--- config.mk ---
export PLATFORM = sky130hd
export DESIGN_NAME = gunfight_video_gen
export DESIGN_NICKNAME = d
export VERILOG_FILES = /design/src/rtl/gunfight_video_pkg.sv /design/src/rtl/gunfight_raster_counter.sv /design/src/rtl/gunfight_video_gen.sv
export SDC_FILE = /design/constraint.sdc
export NUM_CORES = 1
export LEC_CHECK = 0
export BUFFER_PORTS_ARGS = -buffer_cell sky130_fd_sc_hd__buf_2
export CAP_MARGIN = 20
export CORE_UTILIZATION = 50
export DETAILED_ROUTE_END_ITERATION = 16
export PLACE_DENSITY = 0.74
export SLEW_MARGIN = 20
export SYNTH_ARGS = -nofsm -noshare
export SYNTH_HDL_FRONTEND = slang
export SYNTH_SLANG_ARGS = --single-unit
--- constraint.sdc ---
create_clock -name Clock -period 2.75 [get_ports Clock]
set_input_delay 0.1375 -clock Clock [delete_from_list [all_inputs] [get_ports Clock]]
set_output_delay 0.1375 -clock Clock [all_outputs]
set_load 0.1 [all_outputs]
--- src/rtl/gunfight_video_pkg.sv ---
`default_nettype none
// ============================================================================
// Module   : gunfight_video_pkg
// Desc     : Shared raster timing constants for the GunFight video generator.
// Revision : 1.0
// ============================================================================
package gunfight_video_pkg;

  localparam int          H_TOTAL_DEFAULT   = 320;
  localparam int          V_TOTAL_DEFAULT   = 262;
  localparam logic [12:0] VRAM_BASE_DEFAULT = 13'h0400;

  localparam logic [8:0]  H_ACTIVE       = 9'd256;
  localparam logic [8:0]  HS_START       = 9'd272;
  localparam logic [8:0]  HS_END         = 9'd303;
  localparam logic [8:0]  V_ACTIVE       = 9'd224;
  localparam logic [8:0]  VS_START       = 9'd236;
  localparam logic [8:0]  VS_END         = 9'd239;
  localparam logic [5:0]  BYTES_PER_LINE = 6'd32;

  function automatic logic in_range(input logic [8:0] x,
                                    input logic [8:0] lo,
                                    input logic [8:0] hi);
    return (x >= lo) && (x <= hi);
  endfunction

endpackage
`default_nettype wire

--- src/rtl/gunfight_raster_counter.sv ---
`default_nettype none
// ============================================================================
// Module   : gunfight_raster_counter
// Desc     : H/V raster counters with registered sync/blank decode.
// Revision : 1.0
// ============================================================================
module gunfight_raster_counter
  import gunfight_video_pkg::*;
#(
  parameter int H_TOTAL = H_TOTAL_DEFAULT,
  parameter int V_TOTAL = V_TOTAL_DEFAULT
) (
  input  logic       clk,
  input  logic       rst_n,
  input  logic       pix_en,
  output logic [8:0] h_count,
  output logic [8:0] v_count,
  output logic [8:0] h_next,
  output logic [8:0] v_next,
  output logic       hsync_n,
  output logic       vsync_n,
  output logic       hblank,
  output logic       vblank
);

  localparam logic [8:0] H_LAST = 9'(H_TOTAL - 1);
  localparam logic [8:0] V_LAST = 9'(V_TOTAL - 1);

  logic [8:0] h_q, h_d;
  logic [8:0] v_q, v_d;
  logic       hsync_n_q, hsync_n_d;
  logic       vsync_n_q, vsync_n_d;
  logic       hblank_q, hblank_d;
  logic       vblank_q, vblank_d;

  // Sync/blank decode the upcoming count so they line up with h_count/v_count.
  always_comb begin
    h_d       = h_q;
    v_d       = v_q;
    hsync_n_d = hsync_n_q;
    vsync_n_d = vsync_n_q;
    hblank_d  = hblank_q;
    vblank_d  = vblank_q;
    if (pix_en) begin
      if (h_q == H_LAST) begin
        h_d = '0;
        v_d = (v_q == V_LAST) ? '0 : v_q + 9'd1;
      end else begin
        h_d = h_q + 9'd1;
      end
      hsync_n_d = !in_range(h_d, HS_START, HS_END);
      vsync_n_d = !in_range(v_d, VS_START, VS_END);
      hblank_d  = (h_d >= H_ACTIVE);
      vblank_d  = (v_d >= V_ACTIVE);
    end
  end

  always_ff @(posedge clk or negedge rst_n) begin
    if (!rst_n) begin
      h_q       <= '0;
      v_q       <= '0;
      hsync_n_q <= 1'b1;
      vsync_n_q <= 1'b1;
      hblank_q  <= 1'b0;
      vblank_q  <= 1'b0;
    end else begin
      h_q       <= h_d;
      v_q       <= v_d;
      hsync_n_q <= hsync_n_d;
      vsync_n_q <= vsync_n_d;
      hblank_q  <= hblank_d;
      vblank_q  <= vblank_d;
    end
  end

  assign h_count = h_q;
  assign v_count = v_q;
  assign h_next  = h_d;
  assign v_next  = v_d;
  assign hsync_n = hsync_n_q;
  assign vsync_n = vsync_n_q;
  assign hblank  = hblank_q;
  assign vblank  = vblank_q;

endmodule
`default_nettype wire

--- src/rtl/gunfight_video_gen.sv ---
`default_nettype none
// ============================================================================
// Module   : gunfight_video_gen
// Desc     : Raster timing, video-RAM prefetch, LSB-first pixel shifter, IRQs.
// Revision : 1.0
// ============================================================================
module gunfight_video_gen
  import gunfight_video_pkg::*;
#(
  parameter int          H_TOTAL      = H_TOTAL_DEFAULT,
  parameter int          V_TOTAL      = V_TOTAL_DEFAULT,
  parameter logic [12:0] VRAM_BASE    = VRAM_BASE_DEFAULT,
  parameter int          IRQ_MID_LINE = 96,
  parameter int          IRQ_END_LINE = 224
) (
  input  logic        Clock,
  input  logic        Reset_n,
  input  logic        Pix_En,
  output logic [12:0] Vid_Addr,
  input  logic [7:0]  Vid_Data,
  output logic        Video,
  output logic        HSync_n,
  output logic        VSync_n,
  output logic        HBlank,
  output logic        VBlank,
  output logic        Irq_Mid,
  output logic        Irq_End,
  output logic [8:0]  HCount,
  output logic [8:0]  VCount
);

  localparam logic [8:0] H_TOT      = 9'(H_TOTAL);
  localparam logic [8:0] H_NEXTLINE = 9'(H_TOTAL - 3);
  localparam logic [8:0] V_LAST     = 9'(V_TOTAL - 1);
  localparam logic [8:0] MID_LINE   = 9'(IRQ_MID_LINE);
  localparam logic [8:0] END_LINE   = 9'(IRQ_END_LINE);

  logic [8:0] h_cur, v_cur, h_nxt, v_nxt;

  gunfight_raster_counter #(
    .H_TOTAL (H_TOTAL),
    .V_TOTAL (V_TOTAL)
  ) u_raster (
    .clk     (Clock),
    .rst_n   (Reset_n),
    .pix_en  (Pix_En),
    .h_count (h_cur),
    .v_count (v_cur),
    .h_next  (h_nxt),
    .v_next  (v_nxt),
    .hsync_n (HSync_n),
    .vsync_n (VSync_n),
    .hblank  (HBlank),
    .vblank  (VBlank)
  );

  logic [8:0]  h_ahead, fetch_h, fetch_line;
  logic [5:0]  fetch_col;
  logic        fetch_ok;
  logic [12:0] vid_addr_q, vid_addr_d;
  logic        fetch_valid_q, fetch_valid_d;
  logic [7:0]  shreg_q, shreg_d;
  logic        irq_mid_q, irq_mid_d;
  logic        irq_end_q, irq_end_d;

  // Fetch target is the byte that starts 3 pixels ahead, so the last fetch of
  // a line already points at column 0 of the following line.
  always_comb begin
    h_ahead    = h_cur + 9'd3;
    fetch_h    = (h_ahead >= H_TOT) ? h_ahead - H_TOT : h_ahead;
    fetch_col  = 6'(fetch_h >> 3);
    fetch_line = v_cur;
    if (h_cur >= H_NEXTLINE) begin
      fetch_line = (v_cur == V_LAST) ? '0 : v_cur + 9'd1;
    end
    fetch_ok = (fetch_col < BYTES_PER_LINE) && (fetch_line < V_ACTIVE);
  end

  always_comb begin
    vid_addr_d    = vid_addr_q;
    fetch_valid_d = fetch_valid_q;
    shreg_d       = shreg_q;
    irq_mid_d     = 1'b0;
    irq_end_d     = 1'b0;
    if (Pix_En) begin
      if (h_cur[2:0] == 3'd5) begin
        fetch_valid_d = fetch_ok;
        if (fetch_ok) begin
          vid_addr_d = VRAM_BASE + {fetch_line[7:0], fetch_col[4:0]};
        end
      end
      if (h_cur[2:0] == 3'd7) begin
        shreg_d = fetch_valid_q ? Vid_Data : 8'h00;
      end else begin
        shreg_d = {1'b0, shreg_q[7:1]};
      end
      irq_mid_d = (h_nxt == 9'd0) && (v_nxt == MID_LINE);
      irq_end_d = (h_nxt == 9'd0) && (v_nxt == END_LINE);
    end
  end

  always_ff @(posedge Clock or negedge Reset_n) begin
    if (!Reset_n) begin
      vid_addr_q    <= VRAM_BASE;
      fetch_valid_q <= 1'b0;
      shreg_q       <= 8'h00;
      irq_mid_q     <= 1'b0;
      irq_end_q     <= 1'b0;
    end else begin
      vid_addr_q    <= vid_addr_d;
      fetch_valid_q <= fetch_valid_d;
      shreg_q       <= shreg_d;
      irq_mid_q     <= irq_mid_d;
      irq_end_q     <= irq_end_d;
    end
  end

  assign Vid_Addr = vid_addr_q;
  assign Video    = shreg_q[0] & ~HBlank & ~VBlank;
  assign Irq_Mid  = irq_mid_q;
  assign Irq_End  = irq_end_q;
  assign HCount   = h_cur;
  assign VCount   = v_cur;

endmodule
`default_nettype wire

==> metrics.md <==
| Metric | Value |
|---|---|
| Status | completed |
| Crit-path max FO | 7 |
| EDFF count, synth | 0 |
| Hold path depth | 3 |
| Internal Power | 1.53 mW |
| Vias | 2960 |
| Diode count | 0 |
| Max VDD drop | around 0.52 mV |
| Initial antenna violation count | 0 |
| Total wire length | a little under 9 mm |
| Sequential share of the synthesized area | 0.364 |
| Final hold vios | 0 |
| First-pass GRT wire length | about 14 mm |
| CTS tree | done |
| Reg2Reg Setup Slack | between 0.1 and 0.15 ns |
| Slew margin rel. | 0.606 |
| CP delay by family, top | compound AO/OA/AOI/OAI gates |
| Tmin final | roughly 2.6 ns |
| Ratio of cells with drive above 1 in the final layout | 0.375 |
| H-tree depth | 2 |
| Total of max-cap violations | 0 |
| Commonest cells in the netlist | dfrtp_1, nor2_1, o21ai_0 |
| Clock buffer depth | 2 |
| Total Routing Usage GR | 0.270 |
| Layout Area Growth over Synthesis | 25.2% |
| Final Slew Violations | 0 |
| Initial Utilization | 0.526 |
| Clk sinks | 46 |
| Sw Share | 0.463 |
| Synth Area per Inst | 9.06 µm² |
| CTS buffer count | 5 |
| Top cells by area, synth | dfrtp_1, o21ai_0, ha_1 |
| Min-Delay Path Class | in2reg |
| Ys flop type | dfrtp_1 |
| Core box area | 0.00603 mm² |
| Via-to-Cell Ratio | between 5 and 6 |
| R2R Path Start | u_raster.h_count[3] |
| Yosys warnings | 0 |
| Syn_nets | between 300 and 400 |
| Drc violations | 0 |
| Port Buf Inserts | 48 |
| Startpoint Class | flop |
| Post-synth top area share | 0.340 |
| Most numerous cell in the Yosys netlist | dfrtp_1 |
| Top-level port count | 49 |
| Worst path bufs/invs | 1 |
| Post-Syn Instances | 350 |
| Sum Neg Setup Slack | 0 ns |
| Worst Hold Endpoint | shreg_q[0] |
| Final HPWL DP | between 6 and 7 mm |
| Finish-stage setup viols | 0 |
| Layout Nets | 444 |
| FF+latch count, synth | between 40 and 50 |
| Worst path arrival time | 2.84 ns |
| Capturing point of the worst reg2reg path | Vid_Addr[1] |
| Max Clock Freq | 379 MHz |
| PwrDens | between 700 and 800 mW/mm² |
| Routed Antenna Nets | 0 |
| Clock latency at the later pin of the worst-skew pair | between 0.3 and 0.4 ns |
| Initial DRC count | slightly above 200 |
| Worst slew pin tran | between 0.5 and 0.6 ns |
| Cells along the critical path | and4_4 -> nand3b_1 -> xnor2_2 -> ha_2 -> o31ai_2 -> o21ai_1 -> nand3_1 -> a22o_1 -> o211ai_4 -> buf_6 -> mux2_2 |
| Post-synthesis async set-or-reset flop share | 1.00 |
| Die width | around 82 µm |
| Reg2reg path depth | 11 |
| Critical path class | reg2reg |
| Synth cell types | approximately 70 |
| Chip height | just over 80 µm |
| Vias in the first global route | 2769 |
| P_sw | approximately 1.3 mW |
| Area leader, netlist | dfrtp_1 |
| Total grt overflow | 0 |
| Row count | 28 |
| Wire per inst | around 17 µm |
| Routability Congestion | around 0.9 |
| Portion of total power attributed to sequential cells | 0.315 |
| Initial DRT Pass Iterations | 5 |
| Critical path capture point type | flop |
| Fillers | 519 |
| Comb pwr share | 0.503 |
| Worst clock skew | roughly 0.0064 ns |
| CTS root buf | clkbuf_8 |
| Critical path's slowest cell | dfrtp_4 |
| Full die area | about 0.0067 mm² |
| Clock power share | 0.183 |
| Critical Path RT | 2.95 ns |
| Pleak | 1.73 nW |
| Max incr delay on CP | approximately 0.49 ns |
| Largest net degree at the start of global routing | between 40 and 50 |
| Reg clk slew, reported paths | 0.09 ns |
| WHS | a little over 0.08 ns |
| Hold Startpoint | Vid_Data[0] |
| Mapped cell area | around 0.0032 mm² |
| Crit share post-route | 0.959 |
-- stage by stage --
stage	worst slack [ns]	area, µm²	cells	utilization	power (mW)
finish	0.113	3970	499	0.659	2.86
global route	-0.0422	3970	499	0.659	2.99
CTS	0.0617	3790	487	0.629	2.72
detailed placement	-0.0379	3650	476	0.607	2.19
global placement	0.0290	3650	476	0.607	2.15
floorplan	-0.189	3270	350	-	1.90
-- registers in the layout, summed over array words and instances, names as in the netlist, 8 cells and up --
signal,flops
shreg_q,8
u_raster.h_count,9
Vid_Addr,13
u_raster.v_count,9
-- cells by family (layout without fill, tap and decap cells) --
group / after synthesis / in the layout / synth area share
adders and majority gates: 10 / 10 / 0.0395
buffers and inverters: 45 / 119 / 0.0675
muxes: 15 / 15 / 0.0608
and+or+nand+nor: 131 / 131 / 0.226
xor gates and xnor gates: 18 / 18 / 0.0521
AOI/OAI and AO/OA: 85 / 85 / 0.190
DFF: 46 / 46 / 0.364
-- worst reg2reg max path: cells and delay by family (launching register included) --
| kind | cells | cell delay (ns) |
|---|---|---|
| AO/OA/AOI/OAI | 4 | 0.58 |
| AND/OR/NAND/NOR | 3 | 0.50 |
| flip-flops | 1 | 0.49 |
| multiplexers | 1 | 0.33 |
| adder cells (fa/ha/maj) | 1 | 0.25 |
| XOR/XNOR | 1 | 0.24 |
| buffers and inverters | 1 | 0.16 |
-- placed cells by master, fill, tap and decap left out, types with 3 or more instances in the layout --
cell / synthesis / final
a21oi_1: 14 / 14
a221oi_1: 6 / 6
a31oi_1: 3 / 3
and2_1: 2 / 3
buf_2: 9 / 47
buf_4: 3 / 40
buf_6: 3 / 5
clkbuf_8: 0 / 5
dfrtp_1: 43 / 28
dfrtp_2: 0 / 9
dfrtp_4: 0 / 6
dfstp_2: 3 / 3
ha_1: 10 / 8
inv_1: 17 / 15
mux2_2: 6 / 6
mux2_4: 7 / 7
nand2_1: 25 / 25
nand3_1: 15 / 15
nand3b_1: 3 / 3
nand4_1: 8 / 8
nor2_1: 33 / 31
nor2_4: 1 / 3
nor2b_1: 3 / 3
nor3_1: 10 / 10
nor4_1: 3 / 3
o21ai_0: 28 / 27
o2bb2ai_1: 3 / 3
o31ai_1: 5 / 3
or3_1: 7 / 6
xnor2_1: 13 / 12
xor2_1: 4 / 3
-- area by class of cell --
class,instances,area (µm²),share of cell area
multi-input combinational,259,1900,0.480
sequential,46,1190,0.299
clock inverter,2,37.5,0.00946
inverter,18,70.1,0.0177
timing repair buffer,93,602,0.152
clock buffer,6,72.6,0.0183
tap,75,93.8,0.0236
-- worst max path at each step --
| stage | from | endpoint | slack, ns | cells after the start |
|---|---|---|---|---|
| 6_report | u_raster.h_count[3] | Vid_Addr[1] | 0.11 | 11 |
| 5_1_grt | u_raster.h_count[4] | Vid_Addr[1] | -0.04 | 11 |
| 4_1_cts | u_raster.h_count[0] | Vid_Addr[1] | 0.06 | 12 |
| 3_5_place_dp | u_raster.h_count[1] | Vid_Addr[1] | -0.04 | 11 |
| 3_3_place_gp | u_raster.h_count[5] | Vid_Addr[9] | 0.03 | 9 |
| 2_1_floorplan | u_raster.h_count[1] | Vid_Addr[11] | -0.19 | 15 |
-- power groups by stage --
| stage | Combinational, mW | Sequential, mW | Clock (mW) |
|---|---|---|---|
| floorplan | 0.630 | 1.27 | 0 |
| global placement | 1.24 | 0.908 | 0 |
| detailed placement | 1.27 | 0.921 | 0 |
| CTS | 1.28 | 0.908 | 0.533 |
| global route | 1.52 | 0.907 | 0.561 |
| finish | 1.44 | 0.899 | 0.523 |
-- routing by layer --
layer  vias up  GRT usage  wire [µm]
met5         -          0          0
met4         0     0.0772        134
met3        16     0.0456        465
met2       113      0.433       4080
met1      1419      0.374       3980
li1       1412          -          -
-- what timing repair did --
action	in CTS	in global routing
pin swaps	1	8
setup buffers	3	11
endpoints found under the setup margin	11	15
endpoints found under the hold margin	0	43
hold buffers	0	1
resized for setup	1	17
(Power assumes the default switching activity.)
